### src/rtl/calc_core_if.sv
// Start/done request bundle for calc_core.
// Master issues operations, slave computes.
interface calc_core_if #(
  parameter int WIDTH = 3
) ();
  logic               start;
  logic [1:0]         op;
  logic [WIDTH-1:0]   a;
  logic [WIDTH-1:0]   b;
  logic               busy;
  logic               done;
  logic [2*WIDTH-1:0] result;
  logic               neg;
  logic               err;

  modport master (
    output start, op, a, b,
    input  busy, done, result, neg, err
  );

  modport slave (
    input  start, op, a, b,
    output busy, done, result, neg, err
  );
endinterface

### src/rtl/calc_core.sv
// Sequential add/sub/mul/div unit with start/done handshake.
// Mul is shift-add, div is restoring; both share one accumulator.
module calc_core #(
  parameter int WIDTH = 3
) (
  input  logic       clk,
  input  logic       rst_n,
  calc_core_if.slave bus
);

  localparam int W  = WIDTH;
  localparam int CW = $clog2(WIDTH + 1);

  localparam logic [1:0] S_IDLE = 2'd0;
  localparam logic [1:0] S_ITER = 2'd1;
  localparam logic [1:0] S_DONE = 2'd2;

  localparam logic [1:0] OP_ADD = 2'b00;
  localparam logic [1:0] OP_SUB = 2'b01;
  localparam logic [1:0] OP_MUL = 2'b10;

  logic [1:0]     st;
  logic [CW-1:0]  cnt;
  logic [1:0]     op_r;
  logic [2*W-1:0] acc;
  logic [W-1:0]   opnd;
  logic           neg_p;
  logic           err_p;

  logic           busy_r;
  logic           done_r;
  logic [2*W-1:0] res_r;
  logic           neg_r;
  logic           err_r;

  logic [W:0]     msum;
  logic [W:0]     rem_sh;
  logic [W:0]     diff;
  logic [2*W-1:0] acc_mul;
  logic [2*W-1:0] acc_div;
  logic [2*W-1:0] acc_acc;
  logic           neg_acc;
  logic           err_acc;
  logic           to_iter;

  // Mul: acc = {partial, multiplier}; div: acc = {remainder, quotient}.
  always_comb begin
    msum    = {1'b0, acc[2*W-1:W]} + {1'b0, opnd};
    acc_mul = acc[0] ? {msum, acc[W-1:1]}
                     : {1'b0, acc[2*W-1:1]};
    rem_sh  = {acc[2*W-1:W], acc[W-1]};
    diff    = rem_sh - {1'b0, opnd};
    acc_div = diff[W] ? {rem_sh[W-1:0], acc[W-2:0], 1'b0}
                      : {diff[W-1:0], acc[W-2:0], 1'b1};
  end

  always_comb begin
    acc_acc = '0;
    neg_acc = 1'b0;
    err_acc = 1'b0;
    to_iter = 1'b0;
    unique case (1'b1)
      bus.op == OP_ADD: begin
        acc_acc = {{W{1'b0}}, bus.a} + {{W{1'b0}}, bus.b};
      end
      bus.op == OP_SUB: begin
        neg_acc = bus.a < bus.b;
        acc_acc = neg_acc
          ? {{W{1'b0}}, bus.b - bus.a}
          : {{W{1'b0}}, bus.a - bus.b};
      end
      bus.op == OP_MUL: begin
        acc_acc = {{W{1'b0}}, bus.b};
        to_iter = 1'b1;
      end
      default: begin
        if (bus.b == '0) begin
          acc_acc = '1;
          err_acc = 1'b1;
        end else begin
          acc_acc = {{W{1'b0}}, bus.a};
          to_iter = 1'b1;
        end
      end
    endcase
  end

  always_ff @(posedge clk or negedge rst_n) begin
    if (!rst_n) begin
      st     <= S_IDLE;
      cnt    <= '0;
      op_r   <= '0;
      acc    <= '0;
      opnd   <= '0;
      neg_p  <= 1'b0;
      err_p  <= 1'b0;
      busy_r <= 1'b0;
      done_r <= 1'b0;
      res_r  <= '0;
      neg_r  <= 1'b0;
      err_r  <= 1'b0;
    end else begin
      done_r <= 1'b0;
      unique case (st)
        S_IDLE: begin
          if (bus.start) begin
            busy_r <= 1'b1;
            neg_r  <= 1'b0;
            err_r  <= 1'b0;
            op_r   <= bus.op;
            acc    <= acc_acc;
            neg_p  <= neg_acc;
            err_p  <= err_acc;
            opnd   <= (bus.op == OP_MUL) ? bus.a : bus.b;
            cnt    <= '0;
            st     <= to_iter ? S_ITER : S_DONE;
          end
        end
        S_ITER: begin
          acc <= (op_r == OP_MUL) ? acc_mul : acc_div;
          cnt <= cnt + 1'b1;
          if (cnt == CW'(W - 1)) st <= S_DONE;
        end
        S_DONE: begin
          res_r  <= acc;
          neg_r  <= neg_p;
          err_r  <= err_p;
          done_r <= 1'b1;
          busy_r <= 1'b0;
          st     <= S_IDLE;
        end
        default: st <= S_IDLE;
      endcase
    end
  end

  assign bus.busy   = busy_r;
  assign bus.done   = done_r;
  assign bus.result = res_r;
  assign bus.neg    = neg_r;
  assign bus.err    = err_r;

endmodule

### src/flat_wrapper.sv
// flat-port wrapper written by rule: the top's interface ports become plain ports
module calc_core_flat 
#(
  parameter int WIDTH = 3
)
  (clk, rst_n, bus_start, bus_op, bus_a, bus_b, bus_busy, bus_done, bus_result, bus_neg, bus_err);
  calc_core_if #(.WIDTH(WIDTH)) bus_i ();
  input  logic clk;
  input  logic rst_n;
  input wire logic [$bits(bus_i.start)-1:0] bus_start;
  input wire logic [$bits(bus_i.op)-1:0] bus_op;
  input wire logic [$bits(bus_i.a)-1:0] bus_a;
  input wire logic [$bits(bus_i.b)-1:0] bus_b;
  output wire logic [$bits(bus_i.busy)-1:0] bus_busy;
  output wire logic [$bits(bus_i.done)-1:0] bus_done;
  output wire logic [$bits(bus_i.result)-1:0] bus_result;
  output wire logic [$bits(bus_i.neg)-1:0] bus_neg;
  output wire logic [$bits(bus_i.err)-1:0] bus_err;
  assign bus_i.start = bus_start;
  assign bus_i.op = bus_op;
  assign bus_i.a = bus_a;
  assign bus_i.b = bus_b;
  assign bus_busy = bus_i.busy;
  assign bus_done = bus_i.done;
  assign bus_result = bus_i.result;
  assign bus_neg = bus_i.neg;
  assign bus_err = bus_i.err;
  calc_core #(.WIDTH(WIDTH)) u_core (.clk(clk), .rst_n(rst_n), .bus(bus_i));
endmodule
### config.mk
export PLATFORM = sky130hd
export DESIGN_NAME = calc_core_flat
export DESIGN_NICKNAME = d
export VERILOG_FILES = /design/src/rtl/calc_core_if.sv /design/src/rtl/calc_core.sv /design/src/flat_wrapper.sv
export SDC_FILE = /design/constraint.sdc
export NUM_CORES = 1
export LEC_CHECK = 0
export CELL_PAD_IN_SITES_DETAIL_PLACEMENT = 1
export CELL_PAD_IN_SITES_GLOBAL_PLACEMENT = 2
export CORE_ASPECT_RATIO = 0.6
export CORE_MARGIN = 2
export CORE_UTILIZATION = 34
export DETAILED_ROUTE_END_ITERATION = 8
export GPL_TIMING_DRIVEN = 0
export PLACE_DENSITY_LB_ADDON = 0.2
export SYNTH_ARGS = -nofsm -noshare
export SYNTH_HDL_FRONTEND = slang
export SYNTH_SLANG_ARGS = --single-unit
### constraint.sdc
create_clock -name clk -period 2 [get_ports clk]
set_input_delay 0.6 -clock clk [delete_from_list [all_inputs] [get_ports clk]]
set_output_delay 0.6 -clock clk [all_outputs]
set_load 0.05 [all_outputs]
==> metrics, run 1 <==
IO Count=21; cell area after synthesis=approximately 1900 um^2; initial antenna violation count=0; critical path class=input port to flop; residual DRC count=0; register bit total from synthesis=27; Slew headroom=between 60% and 70%; clock buffer count from CTS=3; Fin. Hold Viols=0; ys async rst share=100%; TritonCTS clock tree=done; post-synthesis mux area share=around 3.9%; RePlAce Congestion=roughly 0.83; Int Pwr=around 0.0020 W; Power Density=1610 nW/um^2; DR vias=1598; Ant. Diodes=0; Fin Clk Skew=between 4 and 5 ps; CP Max Fanout=5; sequential-to-total area share from yosys stat=between 30% and 40%; part of the power in registers=between 20% and 30%; top-area cell type share of the netlist area=a little over a third; Cells after Synth=around 220; main combinational cell family by area after synthesis=simple AND/OR/NAND/NOR gates; post-synthesis compound-gate area fraction=around 17%; xor and xnor area share after synthesis=around 2.7%; Comb power frac=roughly 67%; quantity of I/O buffers inserted on ports=18; number of enable flip-flop cells after synthesis=0; Worst-Skew Late Latency=280 ps; DR WL/cell=between 15 and 20 um; max-slew violation count=0; post-synthesis adder-cell area fraction=14.7%; post-synthesis simple-gate area fraction=between 10% and 20%; Die Area=6150 um^2; distinct cell type count after synthesis=38; Slew @ Worst Pin=approximately 540 ps; run status=finished clean; first-pass GRT wire length=8.70 mm; H-Tree Depth=1; syn nets=approximately 250; Clock power frac=8.3%; Synth top cells by count=37 x nand2_1, 27 x dfrtp_1, 19 x inv_1, 19 x nor2_1, 18 x a21oi_1; Die Ht=~62 um; Syn-to-layout area delta=27.9%; Starting Density=between 30% and 40%; Via density=roughly 5.1; DR iter-0 viols=54; Final setup viols=0; # fillers=617; unrepaired setup endpoints after global routing=yes; FP Rows=20; Post-DRT Antenna Nets=0; post-synth top area cell=dfrtp_1; DR pass1 iterations=4; Synth area leaders=dfrtp_1 36%, ha_1 9.3%, nand2_1 7.4%; Fmax=508 MHz; GRT overflow=0; Avg Cell Area, Syn=8.72 um^2; core box area=5180 um^2; HP Class=flop to flop; NetSw=roughly 0.0018 W; worst path required time=approximately 2200 ps; CTS Hold Bufs=0; sw frac=about 48%; Critical Path End Type=flop; vias in the first global route=approximately 1600; pin count of the biggest net entering global routing=28; layout cells sized above 1=a little under a quarter; final net count=around 280; Placement Setup Slack=-867 ps; maximum VDD drop=between 0.5 and 0.6 mV; ys flop type=dfrtp_1; CTS max path bufs=2; Pwr Total=just under 0.004 W; period utilization=a little over nine tenths; post-DP HPWL=around 4.2 mm; final wirelength=roughly 5.4 mm; Final WS setup=about 31 ps; critical path arrival=about 2200 ps; All-Layer GR Usage=roughly a fifth; DIE WIDTH=~100 um; count leader, synth=nand2_1; root buffer cell=clkbuf_8; YS warnings=0; CTS Sinks=27; Startpoint Class=input port; min Tclk post-route=a little under 2000 ps; clk slew on worst S/H paths=~100 ps; max cap viols=0; Pleak=~1.1 nW
[layout make-up]
class | instances | area (um^2) | area share (%)
plain buffers | 8 | 68.8 | 2.87
repair buffers | 28 | 262 | 10.9
clock buffers | 4 | 45.0 | 1.88
inverters | 19 | 83.8 | 3.50
multi-input cells | 161 | 1180 | 49.1
flip-flops and latches | 27 | 679 | 28.3
well taps | 66 | 82.6 | 3.44
[kinds of logic (layout without fill, tap and decap cells)]
kind of cell,after synthesis,after routing
multiplexers,7,7
AO/OA/AOI/OAI,52,52
flip-flops,27,27
buffers and inverters,27,59
AND/OR/NAND/NOR,78,78
adder cells (fa/ha/maj),19,19
XOR/XNOR,5,5
[per-stage QoR]
stage	std cells	setup TNS (ps)	hold slack, ps	cell area, um^2	utilization [%]
2_1_floorplan	215	-15.8	304	1900	-
3_3_place_gp	299	-11160	452	2170	41.8
3_5_place_dp	299	-10700	455	2170	41.8
4_1_cts	307	-3.12	478	2260	43.6
5_1_grt	313	-34.7	514	2400	46.3
6_report	313	0	469	2400	46.3
[critical path, cell delays in order]
cell,delay (ps)
buf_8,120
inv_12,50
ha_4,110
inv_2,40
fa_2,370
or4b_4,520
a21oi_2,160
o21ai_1,70
a21oi_1,140
[routing by layer]
metal  GRT usage (%)  vias up  part of all wire [%]
met5               0        -                     0
met4            1.76        0                  0.13
met3            3.52        3                   1.9
met2            25.8       10                    37
met1            31.6      796                    61
li1                -      789                     -
[path summary, 6_finish.rpt]
path                                   to  slack [ps]  cells after the start            from
min                        u_core.bus.neg         470                      2    u_core.neg_p
max                         u_core.acc[2]          30                      9        bus_b[0]
min reg2reg                u_core.bus.neg         470                      2    u_core.neg_p
max in group asynchronous   u_core.acc[3]         920                      2           rst_n
max reg2reg                 u_core.acc[4]          50                      6  u_core.opnd[0]
min in group asynchronous  u_core.opnd[2]         590                      1           rst_n
[flip-flops by register name (all words and copies together), names as in the netlist]
signal             count
u_core.op_r            2
u_core.bus.busy        1
u_core.bus.err         1
u_core.bus.result      6
u_core.cnt             2
u_core.bus.neg         1
u_core.err_p           1
u_core.st              2
u_core.acc             6
u_core.bus.done        1
u_core.opnd            3
u_core.neg_p           1
[layout by cell type (no fill, tap or decap), drive strengths merged, types with 2 or more instances in the layout]
master / count
fa: 5
ha: 14
nor2b: 7
xnor2: 4
dlygate4sd2: 12
nand2b: 4
a21oi: 18
nor2: 19
a221oi: 2
inv: 19
o21ai: 15
o22ai: 5
nand2: 38
clkbuf: 10
a211oi: 2
dfrtp: 27
mux2: 2
buf: 16
mux2i: 5
nand3: 6
[what timing repair did]
item,4_1_cts,5_1_grt
pin swaps,3,12
gates cloned,0,0
endpoints found under the setup margin,24,13
setup buffers,4,5
resized for setup,43,28
[power groups by stage]
stage | Combinational (W) | Sequential, W | Clock, W
after global routing | 0.00281 | 0.000996 | 0.000349
final | 0.00257 | 0.000970 | 0.000322
after detailed placement | 0.00213 | 0.000986 | 0
after global placement | 0.00209 | 0.000975 | 0
after CTS | 0.00229 | 0.000957 | 0.000329
after floorplan | 0.00129 | 0.00119 | 0
No activity file was read; power rests on OpenSTA's default activity.
==> inputs of run 2 (changes only) <==
- ABC_CLOCK_PERIOD_IN_PS: default -> 2000
- CAP_MARGIN: default -> 20
==> run 2 against run 1 <==
Against the previous run:
- flip-flop and latch count did not move
- first-iteration DRC count rose by 43%
- register-to-register slack about the same
- via count is essentially flat
- core utilization decreased by 0.56 points
- power down 3.4%
- largest power group unchanged
- clock skew up 4.3 ps
- global-route usage fell by 0.30 points
- critical path depth did not move
- final cell count decreased by 1.3%
- critical path type unchanged
- wire length decreased by 1.6%
- count of clock-buffer cells in the layout did not move
==> metrics, run 2 (synthesis gave the netlist of run 1 again) <==
run status=finished clean; Ant. Diodes=0; setup slack, reg-to-reg=60 ps; post-DP HPWL=4.19 mm; first-pass GRT wire length=approximately 8.6 mm; CP Max Fanout=5; Syn-to-layout area delta=26.4%; unrepaired setup endpoints after global routing=yes; Startpoint Class=input port; CP max stage delay=~520 ps; DR pass1 iterations=4; Starting Density=36.2%; Fin. Hold Viols=0; Power Density=between 1500 and 2000 nW/um^2; CP Depth=9; FP Rows=20; Final WS setup=~34 ps; min Tclk post-route=1970 ps; Die Ht=61.5 um; Placement Setup Slack=-884 ps; RR Startpoint=u_core.opnd[0]; end point of the critical path=u_core.acc[2]; GRT overflow=0; IO Count=21; residual DRC count=0; DIE WIDTH=between 90 and 100 um; Fin Clk Skew=8.48 ps; CTS max path bufs=2; Critical-path top delay cell=or4b_4; most frequent cells in the layout=37 x nand2_1, 24 x dfrtp_1, 19 x nor2_1, 16 x a21oi_1, 14 x inv_1; final net count=274; worst path required time=2210 ps; CTS Hold Bufs=0; Worst R2R End=u_core.acc[4]; Fmax=509 MHz; Buf/Inv on CP=3; Slew @ Worst Pin=552 ps; root buffer cell=clkbuf_8; layout cells sized above 1=just under 20%; Critical Path End Type=flop; max cap viols=0; area of the multi-input gates=1180 um^2; initial antenna violation count=0; DR WL/cell=about 17 um; HP Class=flop to flop; pin count of the biggest net entering global routing=20; clock buffer count from CTS=3; critical path arrival=between 2000 and 2500 ps; # fillers=610; Crit. Startpoint=bus_b[0]; Pleak=1.11 nW; register area=679 um^2; vias in the first global route=roughly 1600; Slew headroom=between 60% and 70%; final wirelength=5.34 mm; period utilization=98.3%; All-Layer GR Usage=between 10% and 20%; Die Area=6150 um^2; DR vias=about 1600; R2R cell count=6; Worst-Skew Late Latency=between 200 and 300 ps; Layout Cells excl Fill=around 300; Post-DRT Antenna Nets=0; Pwr Total=approximately 0.0037 W; max-slew violation count=0; maximum VDD drop=just under 0.5 mV; commonest non-fill, non-tap cell in the layout=nand2_1; placed instance count=300; post-layout util=between 40% and 50%; Final setup viols=0; CP cell instances=buf_12 -> inv_12 -> ha_4 -> inv_2 -> fa_2 -> or4b_4 -> a21oi_2 -> o21ai_1 -> a21oi_1; RePlAce Congestion=0.830; TritonCTS clock tree=done; H-Tree Depth=1; Largest delay share family, worst path=simple AND/OR/NAND/NOR gates; critical path class=input port to flop; WHS=roughly 480 ps; DR iter-0 viols=between 70 and 80; core box area=5180 um^2; CTS Sinks=27; quantity of I/O buffers inserted on ports=18; clk slew on worst S/H paths=100 ps; Via density=between 5 and 6
==> run 2: how the worst min path moves through the flow <==
stage,slack (ps),cells after the start,start,endpoint
after floorplan,300,0,rst_n,u_core.acc[0]
after global placement,450,2,u_core.neg_p,u_core.bus.neg
after detailed placement,460,2,u_core.neg_p,u_core.bus.neg
after CTS,480,2,u_core.neg_p,u_core.bus.neg
after global routing,510,2,u_core.neg_p,u_core.bus.neg
final,480,2,u_core.neg_p,u_core.bus.neg
==> run 2: layout make-up <==
cell class                 instances  area share (%)
multi-input combinational        161            49.7
sequential                        27            28.7
timing repair buffer              24            9.93
inverter                          19            3.54
tap                               66            3.48
buffer                             8            2.80
clock buffer                       4            1.90
==> run 2: layer usage <==
layer	share of wire (%)	vias to the layer above	GRT usage [%]
met5	0	-	0
met4	0.28	0	2.35
met3	4.6	2	3.75
li1	-	787	-
met2	39	29	25.4
met1	56	781	30.7
==> run 2: per-stage QoR <==
| step | setup TNS (ps) | instance area [um^2] |
|---|---|---|
| 2_1_floorplan | -15.8 | 1900 |
| 3_3_place_gp | -11160 | 2170 |
| 3_5_place_dp | -7060 | 2190 |
| 4_1_cts | -16.2 | 2280 |
| 5_1_grt | -26.9 | 2370 |
| 6_report | 0 | 2370 |
==> run 2: worst reg2reg max path: cells and delay by family, from the launching register on <==
kind,cells,cell delay (ps)
fa+ha+maj,2,730
compound gates,2,470
flops,1,440
mux,1,130
simple gates,1,50
==> run 2: power by group <==
group	internal [W]	switching [W]	total, W
Combinational	0.00101	0.00143	0.00244
Sequential	0.000779	0.000190	0.000969
Clock	0.000143	0.000179	0.000322
==> run 2: repair_timing <==
item | CTS | global route
pin swaps | 4 | 8
buffers inserted | 4 | 1
endpoints found under the setup margin | 25 | 13
gates resized for setup | 45 | 21
==> inputs of run 3 (changes only) <==
- CORE_MARGIN: 2 -> default
==> run 3 against run 2 <==
Against the previous run:
- the flow now finishes with violations (design-rule violations)
- wire length fell by 2.1%
- register-to-register slack lost 50 ps
- count of clock-buffer cells in the layout is 1 lower
- design area down 1.0%
- sequential share of layout area increased by 0.29 points
- critical endpoint unchanged
- largest power group unchanged
==> metrics, run 3 (synthesis gave the netlist of run 1 again) <==
run status=finished, violations left; violated checks=design-rule violations; unrepaired setup endpoints after global routing=yes; placed instance count=300; TritonCTS clock tree=done; root buffer cell=clkbuf_8; layout cells sized above 1=a little over 20%; Fin Setup TNS=0 ps; final wirelength=about 5.2 mm; quantity of I/O buffers inserted on ports=18; DR vias=about 1600; post-layout util=between 40% and 50%; Syn-to-layout area delta=25.1%; Slew headroom=61.0%; All-Layer GR Usage=~20%; hold wc startpoint=u_core.neg_p; Startpoint Class=input port; Fin. Hold Viols=0; RePlAce Congestion=0.846; Worst-Skew Late Latency=between 200 and 300 ps; core box area=5180 um^2; H-Tree Depth=1; IO Count=21; Die Ht=between 50 and 60 um; CTS Hold Bufs=0; FP Rows=20; critical path class=input port to flop; Slew @ Worst Pin=583 ps; Starting Density=between 30% and 40%; Crit. Startpoint=bus_b[0]; CTS max path bufs=2; DR pass1 iterations=6; pin count of the biggest net entering global routing=19; Fin Clk Skew=2.17 ps; Power Density=roughly 1600 nW/um^2; Fmax=501 MHz; WHS=about 470 ps; max-slew violation count=0; first-pass GRT wire length=around 8.7 mm; critical path arrival=around 2200 ps; most frequent cells in the layout=37 x nand2_1, 24 x dfrtp_1, 19 x nor2_1, 16 x a21oi_1, 14 x inv_1; clock buffer count from CTS=3; worst path required time=2210 ps; DR WL/cell=around 17 um; DR iter-0 viols=57; Die Area=between 5000 and 6000 um^2; HP Class=flop to flop; Pleak=1.12 nW; GRT overflow=0; Final setup viols=0; initial antenna violation count=0; DIE WIDTH=97.9 um; # fillers=612; post-DP HPWL=between 4 and 5 mm; RR Startpoint=u_core.acc[3]; Post-DRT Antenna Nets=0; commonest non-fill, non-tap cell in the layout=nand2_1; Layout Cells excl Fill=312; final net count=approximately 280; Via density=between 5 and 6; Critical Path End Type=flop; clk slew on worst S/H paths=around 100 ps; Ant. Diodes=0; vias in the first global route=approximately 1600; CTS Sinks=27; Pwr Total=between 0.003 and 0.004 W; CP Max Fanout=5; residual DRC count=1; max cap viols=0; maximum VDD drop=around 0.57 mV; min Tclk post-route=1990 ps; period utilization=99.7%
run 3: final timing paths:
check,slack [ps],end,depth (start not counted)
hold / removal,470,u_core.bus.neg,2
max in group asynchronous,810,u_core.acc[4],2
min in group asynchronous,690,u_core.bus.result[4],1
setup / recovery,5,u_core.acc[2],9
hold reg to reg,470,u_core.bus.neg,2
setup reg to reg,5,u_core.acc[4],7
run 3: worst max-delay path, cell delays in order:
cell and delay [ps]:
buf_4 160, inv_12 60, ha_4 110, inv_2 40
fa_2 370, or4b_4 520, a21oi_2 160, o21ai_1 70
a21oi_1 120
run 3: through the flow:
step / area [um^2] / setup slack (ps)
after floorplan: 1900 / -15.8
after global placement: 2170 / -884
after detailed placement: 2190 / -885
after CTS: 2290 / -22.0
after global routing: 2350 / -42.9
final: 2350 / 5.10
run 3: what timing repair did:
item,in CTS,in global routing
setup endpoints to repair,25,13
pin swaps,3,7
resized for setup,42,13
setup buffers,5,3
run 3: area by class of cell:
type | instances | area [um^2] | area share (%)
Timing Repair Buffer | 27 | 238 | 10.1
Multi-Input combinational cell | 161 | 1150 | 49.0
Buffer | 8 | 66.3 | 2.83
Clock inverter | 1 | 5.00 | 0.213
Sequential cell | 27 | 679 | 29.0
Tap cell | 66 | 82.6 | 3.52
Inverter | 19 | 83.8 | 3.57
Clock buffer | 3 | 41.3 | 1.76
run 3: per-layer routing:
metal	up-vias	wire length, um	GRT usage, %
li1	792	-	-
met1	779	3050	32.7
met2	13	2010	27.5
met3	2	160	3.18
met4	0	11	1.30
met5	-	0	0
run 3: report_power, final:
| part | switching [W] | internal (W) | leakage [nW] |
|---|---|---|---|
| Combinational | 0.00140 | 0.00101 | 0.758 |
| Clock | 0.000179 | 0.000140 | 0.0255 |
| Sequential | 0.000183 | 0.000779 | 0.333 |
==> variant: new RTL, flow settings as in run 1 <==
`WIDTH` is set to 3 in 3 places; all go to 6.
--- a/src/rtl/calc_core_if.sv
+++ b/src/rtl/calc_core_if.sv
@@ -2,5 +2,5 @@
 // Master issues operations, slave computes.
 interface calc_core_if #(
-  parameter int WIDTH = 3
+  parameter int WIDTH = 6
 ) ();
   logic               start;
--- a/src/rtl/calc_core.sv
+++ b/src/rtl/calc_core.sv
@@ -2,5 +2,5 @@
 // Mul is shift-add, div is restoring; both share one accumulator.
 module calc_core #(
-  parameter int WIDTH = 3
+  parameter int WIDTH = 6
 ) (
   input  logic       clk,
--- a/src/flat_wrapper.sv
+++ b/src/flat_wrapper.sv
@@ -2,5 +2,5 @@
 module calc_core_flat 
 #(
-  parameter int WIDTH = 3
+  parameter int WIDTH = 6
 )
   (clk, rst_n, bus_start, bus_op, bus_a, bus_b, bus_busy, bus_done, bus_result, bus_neg, bus_err);
Interface: changed (resized bus_a, bus_b and bus_result); port bits go from 21 to 33. The function was not compared with the original's and may differ.
==> variant against run 1 <==
- the run now ends with setup timing left
- power is 100% higher
- final area is 94% higher
- sequential cell count is 16 higher
- area after synthesis is 83% higher
- largest power group unchanged
- setup slack worse by 0.35 ns
- clock skew is 0.0039 ns higher
- routed wire length is 130% higher
- synthesized cell count is 89% higher
- combinational power is 110% higher
- highest routed layer unchanged
==> variant: results (changes against run 1) <==
INFO  metric maximum_number_of_pins_on_one_net_before_global_route_repair = 39 (+39%)
INFO  metric drt_iter0_markers = 131 (+140%)
INFO  metric finalNetCount = 518 (+86%)
INFO  metric grt_usage = 23.45% (+4.4 points)
INFO  metric slowest_delay = 0.41 ns (-0.11 ns)
INFO  metric buffer_ports.inserted = 32 (+14)
INFO  metric regToRegEndpoint = u_core.acc[11]$_DFFE_PN0P_
INFO  metric postLayoutSetupSlackWorst = -0.3185 ns (-0.3496 ns)
INFO  metric cell_at_the_slowest_stage_of_the_critical_path = sky130_fd_sc_hd__or3b_4
INFO  metric pg_seq = 1.65 mW (+70%)
INFO  metric dp.cells = 574 (+92%)
INFO  metric irDropWorstVdd = 591.7 uV (+16%)
INFO  metric htree_num_levels = 2 (+1)
INFO  metric failed_checks = setup timing
INFO  metric final_cell_count_no_fill = 600 (+92%)
INFO  metric xor_and_xnor_area_share_after_synthesis = 3.060% (+0.32 points)
INFO  metric critical_path_class = reg2reg
INFO  metric finClkSkew = 0.008101 ns (+0.003885 ns)
INFO  metric grt_pass1_vias = 3309 (+110%)
INFO  metric synth-compound-area-share = 24.85% (+7.8 points)
INFO  metric outcome = finished, violations left
INFO  metric slew_headroom = 48.75% (-15 points)
INFO  metric p_comb_share = 67.0% (+0.5 points)
INFO  metric cts.root.buffer_cell = sky130_fd_sc_hd__clkbuf_16
INFO  metric final_layout_size_suffix_gt1_share = 26.45% (+3.8 points)
INFO  metric tritoncts.num_buffers = 5 (+2)
INFO  metric leakage_component_of_the_power = 2.101 nW (+85%)
INFO  metric yosysUniqueCellTypes = 60 (+58%)
INFO  metric crit_arrival = 2.52 ns (+0.34 ns)
INFO  metric hold_path.class = in2async
INFO  metric critical_path_peak_fanout = 6 (+1)
INFO  metric fin_tns_setup = -2.487 ns (-2.487 ns)
INFO  metric worst-r2r-cell-count = 9 (+3)
INFO  metric switching_power_of_the_nets = 3.842 mW (+110%)
INFO  metric post_dp_cell_area = 4023 um^2 (+86%)
INFO  metric clk_pin_slew = 0.07 ns (-0.03 ns)
INFO  metric setup_viol = 12 (+12)
INFO  metric holdWs = 0.1530 ns (-0.3156 ns)
INFO  metric gp_congestion = 0.8392 (+1.2%)
==> variant: cell types whose count changed after synthesis, sizes merged, moves of 11 or more <==
| cell | run 1 | this run |
|---|---|---|
| a211oi | 2 | 13 |
| dfrtp | 27 | 43 |
| nor2 | 19 | 33 |
| ha | 14 | 31 |
| inv | 19 | 31 |
| a21oi | 18 | 36 |
| nand2 | 38 | 55 |
==> variant: repair_timing <==
action	CTS	global route
gates resized for setup	113	35
endpoints found under the hold margin	0	0
setup buffers	13	9
setup endpoints to repair	41	19
pin swaps	29	18
cloned	0	0
==> variant: routing by layer <==
metal	share of wire [%]	GRT usage (%)	up-vias
met5	0	0	-
met4	0.59	2.872	0
met3	6.0	3.519	7
met2	41	33.74	56
met1	52	37.25	1658
li1	-	-	1567
==> variant: kinds of logic after synthesis <==
group	count (synthesis)
AO/OA/AOI/OAI	126
AND/OR/NAND/NOR	126
buffers and inverters	49
flip-flops	43
adder cells (fa/ha/maj)	36
multiplexers	14
XOR/XNOR	12
==> variant: final cells by class <==
type,count,area [um^2]
timing repair buffer,54,481.7
clock buffer,5,125.1
clock inverter,2,37.54
tap,135,168.9
fill,1140,5190
multi-input combinational,314,2521
inverter,32,132.6
buffer,15,107.6
sequential,43,1080
==> variant: worst max-delay path by stage <==
stage                                             to  slack (ns)  cells past startpoint
after floorplan            u_core.acc[1]$_DFFE_PN0P_       -0.17                     10
after global placement     u_core.acc[1]$_DFFE_PN0P_       -1.14                      9
after detailed placement   u_core.acc[4]$_DFFE_PN0P_       -1.20                     10
after CTS                  u_core.acc[7]$_DFFE_PN0P_       -0.31                     10
after global routing      u_core.acc[11]$_DFFE_PN0P_       -0.39                      9
final                     u_core.acc[11]$_DFFE_PN0P_       -0.32                      9
